===== config.mk =====
export PLATFORM = sky130hd
export DESIGN_NAME = dmem_arbiter
export DESIGN_NICKNAME = d
export VERILOG_FILES = /design/src/rtl/dmem_arb_pkg.sv /design/src/rtl/dmem_arb_pick.sv /design/src/rtl/dmem_arbiter.sv
export SDC_FILE = /design/constraint.sdc
export NUM_CORES = 1
export LEC_CHECK = 0
export ABC_AREA = 1
export BUFFER_PORTS_ARGS = -buffer_cell sky130_fd_sc_hd__buf_2
export CORE_ASPECT_RATIO = 0.8
export CORE_MARGIN = 2
export CORE_UTILIZATION = 40
export DETAILED_ROUTE_END_ITERATION = 8
export MAX_ROUTING_LAYER = met4
export PLACE_DENSITY = 0.86
export SLEW_MARGIN = 25
export SYNTH_ARGS = -nofsm -noshare
export SYNTH_HDL_FRONTEND = slang
export SYNTH_HIERARCHICAL = 1
export SYNTH_SLANG_ARGS = --single-unit

===== constraint.sdc =====
create_clock -name clk -period 4.8 [get_ports clk]
set_clock_uncertainty 0.15 [all_clocks]
set_input_delay 0.96 -clock clk [delete_from_list [all_inputs] [get_ports clk]]
set_output_delay 0.96 -clock clk [all_outputs]
set_load 0.01 [all_outputs]

===== src/rtl/dmem_arb_pkg.sv =====
// -----------------------------------------------------------------------------
// dmem_arb_pkg
// Shared definitions for the data-memory arbiter:
//   owner_e  - owner register encoding (idle / CPU / DMA)
//   BURST_W  - width of the DMA burst-lock counter (holds 0..15)
// -----------------------------------------------------------------------------
package dmem_arb_pkg;

  typedef enum logic [1:0] {
    ST_IDLE = 2'd0,
    ST_CPU  = 2'd1,
    ST_DMA  = 2'd2
  } owner_e;

  localparam int BURST_W = 4;

endpackage


===== src/rtl/dmem_arb_pick.sv =====
// -----------------------------------------------------------------------------
// dmem_arb_pick
// Combinational next-owner selection for the data-memory arbiter.
// Ports:
//   i_cpu_req, i_dma_req - live request lines
//   i_state              - current owner
//   i_last               - most recent completed owner, including this cycle
//   i_dma_lock           - DMA asks to keep ownership while the CPU waits
//   i_burst_cnt          - locked DMA accesses already granted over the CPU
//   o_next               - owner for the next cycle
//   o_burst_inc          - next grant is a locked DMA grant (counter steps)
// -----------------------------------------------------------------------------
module dmem_arb_pick
  import dmem_arb_pkg::*;
#(
  parameter int MAX_BURST = 4
) (
  input  logic               i_cpu_req,
  input  logic               i_dma_req,
  input  owner_e             i_state,
  input  owner_e             i_last,
  input  logic               i_dma_lock,
  input  logic [BURST_W-1:0] i_burst_cnt,
  output owner_e             o_next,
  output logic               o_burst_inc
);

  localparam logic [BURST_W-1:0] MAX_CNT = BURST_W'(MAX_BURST);

  always_comb begin
    o_next      = ST_IDLE;
    o_burst_inc = 1'b0;
    case ({i_cpu_req, i_dma_req})
      2'b00: o_next = ST_IDLE;
      2'b10: o_next = ST_CPU;
      2'b01: o_next = ST_DMA;
      default: begin
        // Contention: a locking DMA owner may hold on for a bounded number
        // of extra accesses, otherwise fall back to round-robin.
        if (i_state == ST_DMA && i_dma_lock && i_burst_cnt < MAX_CNT) begin
          o_next      = ST_DMA;
          o_burst_inc = 1'b1;
        end else begin
          o_next = (i_last == ST_CPU) ? ST_DMA : ST_CPU;
        end
      end
    endcase
  end

endmodule


===== src/rtl/dmem_arbiter.sv =====
// -----------------------------------------------------------------------------
// dmem_arbiter
// Shares one single-port data memory between the CPU memory stage and a
// DMA/loader port. A registered owner (idle / CPU / DMA) selects which
// requester drives the memory; the owner's access completes in the cycle it
// owns the memory with its request raised.
// Ports:
//   clk, reset                 - clock, synchronous active-high reset
//   cpu_req/we/addr/wdata      - CPU request, held until cpu_ready
//   cpu_rdata, cpu_ready       - CPU completion and read data
//   cpu_stall                  - CPU request pending and not completing
//   dma_req/we/addr/wdata      - DMA request, held until dma_ready
//   dma_rdata, dma_ready       - DMA completion and read data
//   dma_lock                   - DMA requests bounded burst ownership
//   mem_we/addr/wdata          - memory write enable, address, write data
//   mem_rdata                  - memory asynchronous read data
// -----------------------------------------------------------------------------
module dmem_arbiter
  import dmem_arb_pkg::*;
#(
  parameter int ADDR_W    = 8,
  parameter int DATA_W    = 8,
  parameter int MAX_BURST = 4
) (
  input  logic              clk,
  input  logic              reset,
  input  logic              cpu_req,
  input  logic              cpu_we,
  input  logic [ADDR_W-1:0] cpu_addr,
  input  logic [DATA_W-1:0] cpu_wdata,
  output logic [DATA_W-1:0] cpu_rdata,
  output logic              cpu_ready,
  output logic              cpu_stall,
  input  logic              dma_req,
  input  logic              dma_we,
  input  logic [ADDR_W-1:0] dma_addr,
  input  logic [DATA_W-1:0] dma_wdata,
  output logic [DATA_W-1:0] dma_rdata,
  output logic              dma_ready,
  input  logic              dma_lock,
  output logic              mem_we,
  output logic [ADDR_W-1:0] mem_addr,
  output logic [DATA_W-1:0] mem_wdata,
  input  logic [DATA_W-1:0] mem_rdata
);

  owner_e             r_state;
  owner_e             r_last;
  logic [BURST_W-1:0] r_burst_cnt;

  owner_e             w_next;
  owner_e             w_last_eff;
  logic               w_burst_inc;
  logic [BURST_W-1:0] w_burst_next;
  logic               w_cpu_ready;
  logic               w_dma_ready;
  logic               w_mem_we;
  logic [ADDR_W-1:0]  w_mem_addr;
  logic [DATA_W-1:0]  w_mem_wdata;

  // Every output is held at zero while reset is high, so an access in flight
  // when reset arrives is dropped without touching memory.
  assign w_cpu_ready = ~reset & (r_state == ST_CPU) & cpu_req;
  assign w_dma_ready = ~reset & (r_state == ST_DMA) & dma_req;

  // The access completing this cycle already counts as "last" for the
  // round-robin decision; otherwise a continuously requesting owner would
  // win the tie a second time before its register caught up.
  assign w_last_eff = w_cpu_ready ? ST_CPU : (w_dma_ready ? ST_DMA : r_last);

  dmem_arb_pick #(
    .MAX_BURST (MAX_BURST)
  ) u_pick (
    .i_cpu_req   (cpu_req),
    .i_dma_req   (dma_req),
    .i_state     (r_state),
    .i_last      (w_last_eff),
    .i_dma_lock  (dma_lock),
    .i_burst_cnt (r_burst_cnt),
    .o_next      (w_next),
    .o_burst_inc (w_burst_inc)
  );

  always_comb begin
    w_burst_next = r_burst_cnt;
    if (w_next != ST_DMA) begin
      w_burst_next = '0;
    end else if (w_burst_inc) begin
      if (r_burst_cnt != '1) begin
        w_burst_next = r_burst_cnt + 1'b1;
      end
    end else if (w_dma_ready && !cpu_req) begin
      // DMA served with nobody waiting: the lock window starts afresh.
      w_burst_next = '0;
    end
  end

  always_comb begin
    w_mem_we    = 1'b0;
    w_mem_addr  = '0;
    w_mem_wdata = '0;
    case (r_state)
      ST_CPU: begin
        w_mem_we    = cpu_we & cpu_req;
        w_mem_addr  = cpu_addr;
        w_mem_wdata = cpu_wdata;
      end
      ST_DMA: begin
        w_mem_we    = dma_we & dma_req;
        w_mem_addr  = dma_addr;
        w_mem_wdata = dma_wdata;
      end
      default: ;
    endcase
  end

  assign mem_we    = ~reset & w_mem_we;
  assign mem_addr  = reset ? '0 : w_mem_addr;
  assign mem_wdata = reset ? '0 : w_mem_wdata;

  assign cpu_ready = w_cpu_ready;
  assign dma_ready = w_dma_ready;
  assign cpu_rdata = w_cpu_ready ? mem_rdata : '0;
  assign dma_rdata = w_dma_ready ? mem_rdata : '0;
  assign cpu_stall = ~reset & cpu_req & ~w_cpu_ready;

  // Owner register. last resets to DMA so the CPU wins the first tie.
  always_ff @(posedge clk) begin
    if (reset) begin
      r_state     <= ST_IDLE;
      r_last      <= ST_DMA;
      r_burst_cnt <= '0;
    end else begin
      r_state     <= w_next;
      r_last      <= w_last_eff;
      r_burst_cnt <= w_burst_next;
    end
  end

endmodule


======== Word-level counts from Yosys, hierarchy flattened ========
Index checks and enable logic that the tools add are counted.
cells by class
  add/subtract/negate cells ............... 1
  magnitude comparators ................... 1
  eq/ne operators ......................... 8
  multiplexer cells ....................... 17
  bitwise gates (word level) .............. 11
  reductions and logical operators ........ 9
operators with widths
  kind                   number
  $mux W8                4
  $pmux W8 S2            2
  $mux W4                3
  $and A1 B1 Y1          9
  $mux W2                4
  $eq A2 B1 Y1 const B   3
  $pmux W2 S3            1
  $add A4 B1 Y4 const B  1
  $eq A2 B2 Y1 const B   2
  $lt A4 B3 Y1 const B   1
  $ne A2 B2 Y1 const B   2
  $ne A4 B4 Y1 const B   1
  $logic_and A1 B1 Y1    3
  $reduce_or A3 Y1       1
  $logic_not A2 Y1       1
  $mux W1                2
  $not A1 Y1             2
  $pmux W1 S2            1
  $reduce_and A2 Y1      1
  $reduce_bool A2 Y1     1
  $reduce_or A2 Y1       1
  $logic_not A1 Y1       1
word-level totals
  register bits after elaboration ......... 8
  bits of input ports ..................... 47

======== Longest topological paths before layout ========
Gate-level depths: netlist (run 1).
  word-level depth ........................ 11
  gate-level depth with buffers ........... 15

======== Hierarchy ========
The synthesis (run 1) kept the hierarchy.
by module, submodules not included
  module         instances  cells each  area each (um^2)
  dmem_arbiter   1          142         824.5
  dmem_arb_pick  1          13          68.8

======== Least setup slack after synthesis (run 1) ========
OpenSTA, ideal clock, no wires.
  kind .................................... input to output
  from .................................... input port reset
  to ...................................... output port mem_addr[5]
  arrival time ............................ 1715 ps
  path slack .............................. 1975 ps
  stages on the path ...................... 5
  buffers on the path ..................... 3
  path through ............................ buf_6 -> or2_1 -> buf_6 -> buf_12 -> a21oi_2
between the ends
  longest elaborated chain between the ends .. 1
RTL lines
  item         RTL line             RTL
  from (decl)  dmem_arbiter.sv:26   input logic reset,
  $mux W8      dmem_arbiter.sv:118  assign mem_addr = reset ? '0 : w_mem_addr;
  to (decl)    dmem_arbiter.sv:42   output logic [ADDR_W-1:0] mem_addr,
No other way between the ends.

======== Worst setup path after layout (run 1) ========
  from .................................... input port reset
  to ...................................... output port mem_addr[0]
Same word-level chain as after synthesis.

==> summary.txt, run 1 <==
Outcome
  – Status: completed

Clock tree
  – CTS buffer count: 3
  – Clk slew on worst S/H paths: 0.05 ns
  – Clock buffer depth: 2
  – Resize count post-CTS: 0
  – Sink Count: 8
  – Setup bufs post-CTS: 0
  – CTS tree: done
  – Clock root buffer: clkbuf_4
  – Hold_buf cts: 0
  – Number of H-tree levels: 1
  – Clk_lat worst skew: between 0.2 and 0.3 ns

Finish
  – Fraction of layout cells with a size suffix above 1: between 40% and 50%
  – Seq. cell area: around 160 um2
  – Synth-to-Final Area Change: 44.68%
  – Finished Core Util: 60.41%
  – Nets@finish: roughly 290
  – Ant diodes: 0
  – Footprint of the multi-input gates: approximately 600 um2
  – Fillcell total: roughly 220

Timing
  – Setup TNS: 0 ns
  – Setup violations, final: 0
  – RSZ-0062 raised after global routing: false
  – Max-slew headroom: between 40% and 50%
  – Measured slew at the worst slew-check pin: about 0.8 ns
  – Fin. max-slew vios: 0
  – Post-route clock period utilization: between 60% and 70%
  – Tmin final: 3.172 ns
  – Final hold violation count: 0
  – Top achievable clock speed: ~0.32 GHz
  – Fin Hold WS: roughly 0.32 ns

Setup path
  – Worst r2r src: r_state[0]
  – Reg-to-Reg End: r_burst_cnt[0]
  – Kind of critical path: input port to output port
  – Worst path arrival time: 2.06 ns
  – CP Capture Type: output port
  – Required time of the critical path: roughly 3.7 ns
  – Crit path max fanout: 17
  – Worst Setup Start Kind: input port
  – Reg2reg setup slack: 2.05 ns
  – R2R cell count: 13

Synth
  – Sequential cell area fraction in the yosys report: approximately 18%
  – Avg Inst Size Synth: roughly 5.8 um2
  – Net count after synthesis: about 200
  – Cells after Synth: ~160
  – Seq cells post-synth: 8
  – Netlist cell types: 23
  – Cell Area, Synth: 893.4 um2
  – Yosys warnings: 6

Global route
  – First-pass GRT wire length: between 3 and 4 mm
  – Grt ovf: 0
  – Vias in the first global route: just under 900
  – GR Util All Layers: between 10% and 20%
  – Antenna violations before repair: 0
  – Largest net degree at the start of global routing: 20

Floorplanning
  – Die Span X: ~57 um
  – Die Y: ~46 um
  – Die area: between 0.002 and 0.003 mm2
  – Area of the core: 0.002140 mm2
  – Site Rows: 15
  – Io pins: between 80 and 90
  – Starting density of the core: a little over two fifths

Detailed routing
  – Routed length per instance: roughly 10 um
  – Vias per inst: approximately 4.5
  – Detailed Route Iter0 Violations: 26
  – Total number of vias: around 1200
  – DRT Pass-1 Iters: 5
  – DRT antenna net count: 0
  – Routed WL: 2.580 mm
  – Drc violations: 0

Placed design
  – Post-DP HPWL: around 2.1 mm
  – Gpl congestion: 0.7819
  – IO Port Bufs: ~80

Hold path
  – Min-Delay Path Class: register to register
  – Critical hold path startpoint: r_last[0]
  – Hold Path Stages: 2
  – Hold EP: r_last[0]

Power and ir drop
  – Max IR drop VDD: between 0.1 and 0.15 mV
  – PwrDens: 142.1 mW/mm2
  – Leakage: 0.7305 nW

Job
  – Max cap viols: 0
-- cell type report --
| class | instances | area share (%) |
|---|---|---|
| Clock buffer | 3 | 1.742 |
| Timing Repair Buffer | 82 | 31.75 |
| Inverter | 20 | 5.808 |
| Sequential cell | 8 | 12.39 |
| Multi-Input combinational cell | 120 | 45.89 |
| Tap cell | 25 | 2.420 |
-- logic make-up (layout without fill, tap and decap cells) --
family	count (synthesis)	in the layout	synth area share (%)
AOI/OAI and AO/OA	25	25	20.03
buffers and inverters	27	105	15.69
DFF	8	8	17.93
and+or+nand+nor	92	92	42.16
adders and majority gates	3	3	4.202
-- worst max path at each step --
stage	startpoint	endpoint	slack (ns)	cells after the start
floorplan	reset	mem_addr[5]	1.97	5
global placement	reset	mem_addr[0]	1.66	4
detailed placement	reset	mem_wdata[7]	1.64	4
CTS	reset	mem_wdata[7]	1.63	4
global route	reset	mem_addr[0]	1.55	4
finish	reset	mem_addr[0]	1.63	4
-- worst max-delay path, cell delays in order --
cell and delay, ns:
buf_2 0.18, or2_1 0.65, a21oi_1 0.09, buf_2 0.18
-- placed cells by master, fill, tap and decap left out --
cell,instances
a21oi_2,9
or2_1,1
nor2_4,1
buf_2,82
a21oi_4,1
a21boi_0,1
inv_2,2
o21ai_0,1
nand3_2,1
nor2_2,2
nand2_2,1
nor3_1,1
nand2_1,55
nand3_1,5
inv_1,18
ha_1,3
clkbuf_4,3
dfxtp_1,8
nor2_1,25
a21oi_1,12
a21boi_2,1
-- metal layers --
metal	vias to the layer above	share of wire [%]	global-route usage (%)
met2	57	48	31.86
met5	-	0	-
met3	6	8.8	6.180
li1	631	-	-
met1	471	42	21.87
met4	0	1.4	5.581
-- power by group --
| group | internal, W | total [W] | switching (W) |
|---|---|---|---|
| clock | 0.0000285 | 0.0000500 | 0.0000215 |
| combinational | 0.0000272 | 0.0000640 | 0.0000368 |
| sequential | 0.0000685 | 0.0000697 | 0.00000119 |
-- Yosys cell counts, drive strengths merged --
cell    number  area (um2)
nor2        28       117.6
a21boi       2       18.77
inv         20       75.07
dfxtp        8       160.2
clkbuf       2       7.510
a21oi       22       155.2
o21ai        1       5.000
nand3        6       35.03
nor3         1       5.000
nand2       56       212.7
buf          5       57.55
or2          1       6.260
ha           3       37.54
-- sequential cells by signal, indices dropped and copies added (netlist names) --
name,count
r_burst_cnt,4
r_last,2
r_state,2
-- through the flow --
step                power (W)  area, um2  instances  worst slack (ns)
floorplan           0.0001110      893.4        155             1.975
global placement    0.0001337       1270        255             1.664
detailed placement  0.0001348       1270        255             1.637
CTS                 0.0001855       1292        258             1.632
global route        0.0001956       1292        258             1.547
finish              0.0001837       1292        258             1.628
(Power assumes the default switching activity.)
==> inputs of run 2 (changes only) <==
CORE_UTILIZATION = 33   (was 40)
PLACE_DENSITY = 0.76   (was 0.86)
clock period = 2.9 ns   (was 4.8 ns; I/O delays follow)
==> run 2 against run 1 <==
Hold slack worse by 0.0024 ns. Sequential share of layout area down 0.27 points. Setup slack worse by 1.3 ns. Global-route usage down 0.64 points. Register-to-register slack worse by 1.3 ns. Clock power up 74%. Via count about the same. Critical path type is now register to output port. Critical endpoint is now mem_we. Largest cell class unchanged.
==> summary.txt, run 2 (same netlist as run 1, synthesis figures left out) <==
Setup path
  – R2R cell count: 13
  – Required time of the critical path: ~2.2 ns
  – CP Capture Type: output port
  – Crit path largest cell delay: between 0.4 and 0.5 ns
  – Worst path slowest cell: or2_1
  – Worst path arrival time: roughly 1.9 ns
  – Crit path max fanout: 17
  – Reg2reg setup slack: between 0.7 and 0.8 ns
  – Worst Setup Start Kind: register
  – Ordered list of cells on the worst path: inv_1, ha_1, or2_1, a21oi_1, buf_2
  – Kind of critical path: register to output port

Finish
  – Regs by FF count: r_burst_cnt x4, r_last x2, r_state x2
  – Most common cell after layout, fill and taps aside: buf_2
  – Synth-to-Final Area Change: 47.90%
  – Nets@finish: about 290
  – Ant diodes: 0
  – Most frequent cells in the layout: buf_2, nand2_1, nor2_1, inv_1, a21oi_1
  – Fillcell total: ~270
  – Fraction of layout cells with a size suffix above 1: 44.68%
  – Largest register FFs: 4
  – Largest Register: r_burst_cnt

Global route
  – Antenna violations before repair: 0
  – GRT met1 Usage: approximately a fifth
  – Grt ovf: 0
  – First-pass GRT wire length: between 4 and 5 mm
  – Grt met2 use: 30.98%
  – GR Layer Usage met3: 4.933%
  – Largest net degree at the start of global routing: 19
  – GR Util All Layers: between 10% and 20%
  – Vias in the first global route: between 1000 and 1500
  – Most used routing layer: met2

Clock tree
  – Clock root buffer: clkbuf_4
  – CTS buffer count: 3
  – Setup bufs post-CTS: 0
  – Clk_lat worst skew: roughly 0.26 ns
  – Resize count post-CTS: 0
  – Number of H-tree levels: 1
  – CTS tree: done
  – Clk slew on worst S/H paths: approximately 0.050 ns
  – Clock buffer depth: 2
  – Hold_buf cts: 0
  – Sink Count: 8

Detailed routing
  – Detailed Route Iter0 Violations: roughly 50
  – Routed WL: roughly 2.7 mm
  – DRT antenna net count: 0
  – Vias per inst: 4.303
  – Drc violations: 0
  – Total number of vias: 1166
  – Routed length per instance: around 10 um
  – DRT Pass-1 Iters: 4

Timing
  – Fin. max-slew vios: 0
  – Measured slew at the worst slew-check pin: roughly 0.8 ns
  – Final hold violation count: 0
  – Setup violations, final: 0
  – RSZ-0062 raised after global routing: false
  – Setup TNS: 0 ns
  – Tmin final: about 2.6 ns
  – Top achievable clock speed: 0.3850 GHz
  – Post-route clock period utilization: between 80% and 90%
  – Max-slew headroom: between 40% and 50%

Placed design
  – Gpl congestion: between 0.8 and 0.9
  – IO Port Bufs: 82
  – Post-DP HPWL: ~2.2 mm

Floorplanning
  – Site Rows: 16
  – Die Span X: a little over 60 um
  – Die area: roughly 0.0031 mm2
  – Io pins: 83
  – Starting density of the core: between 30 and 40%
  – Area of the core: 0.002502 mm2
  – Die Y: just over 50 um

Hold path
  – Hold Path Stages: 1
  – Min-Delay Path Class: register to register

Job
  – Max cap viols: 0

Outcome
  – Status: completed

Power and ir drop
  – Max IR drop VDD: between 0.2 and 0.3 mV
  – Leakage: ~0.74 nW
  – Tot Pwr: about 0.00031 W
  – PwrDens: roughly 230 mW/mm2
[run 2: changes by cell type in the layout (fill, tap and decap cells not counted), sizes merged]
cell,delta
buf,+2
[run 2: cell type report]
class	instances	area, um2	area share (%)
Clock buffer	3	22.52	1.705
Inverter	20	75.07	5.682
Multi-Input combinational cell	120	593.1	44.89
Sequential cell	8	160.2	12.12
Tap cell	36	45.04	3.409
Timing Repair Buffer	84	425.4	32.20
[run 2: through the flow]
step | instances | hold slack, ns | area (um2) | worst slack (ns) | utilization (%)
finish | 271 | 0.3210 | 1321 | 0.3029 | 52.80
detailed placement | 268 | 0.3133 | 1299 | 0.4366 | 51.90
global placement | 268 | 0.3006 | 1299 | 0.4494 | 51.90
floorplan | 155 | 0.2848 | 893.4 | 0.7353 | -
global route | 271 | 0.3548 | 1321 | 0.1382 | 52.80
CTS | 271 | 0.3207 | 1321 | 0.2627 | 52.80
[run 2: worst paths after layout]
| path | start | end |
|---|---|---|
| worst max-delay path | r_state[0] | mem_we |
| worst min-delay path | r_burst_cnt[0] | r_burst_cnt[0] |
| worst max register to register | r_state[0] | r_burst_cnt[0] |
| worst min register to register | r_burst_cnt[0] | r_burst_cnt[0] |
[run 2: routing by layer]
| metal | vias to the layer above | routed length, um |
|---|---|---|
| li1 | 634 | - |
| met1 | 478 | 1223 |
| met2 | 50 | 1237 |
| met3 | 4 | 221 |
| met4 | 0 | 29 |
| met5 | - | 0 |
[run 2: critical path, delay by kind of cell (launching register included)]
family / cells / cell delay (ns)
fa+ha+maj: 1 / 0.27
compound gates: 1 / 0.25
simple gates: 1 / 0.49
buf+inv: 2 / 0.22
flops: 1 / 0.37
[run 2: power by group]
part	switching, W	internal [W]	total [W]
registers	0.00000197	0.000113	0.000115
clock network	0.0000396	0.0000475	0.0000870
logic	0.0000617	0.0000462	0.000108
total	0.000103	0.000207	0.000310
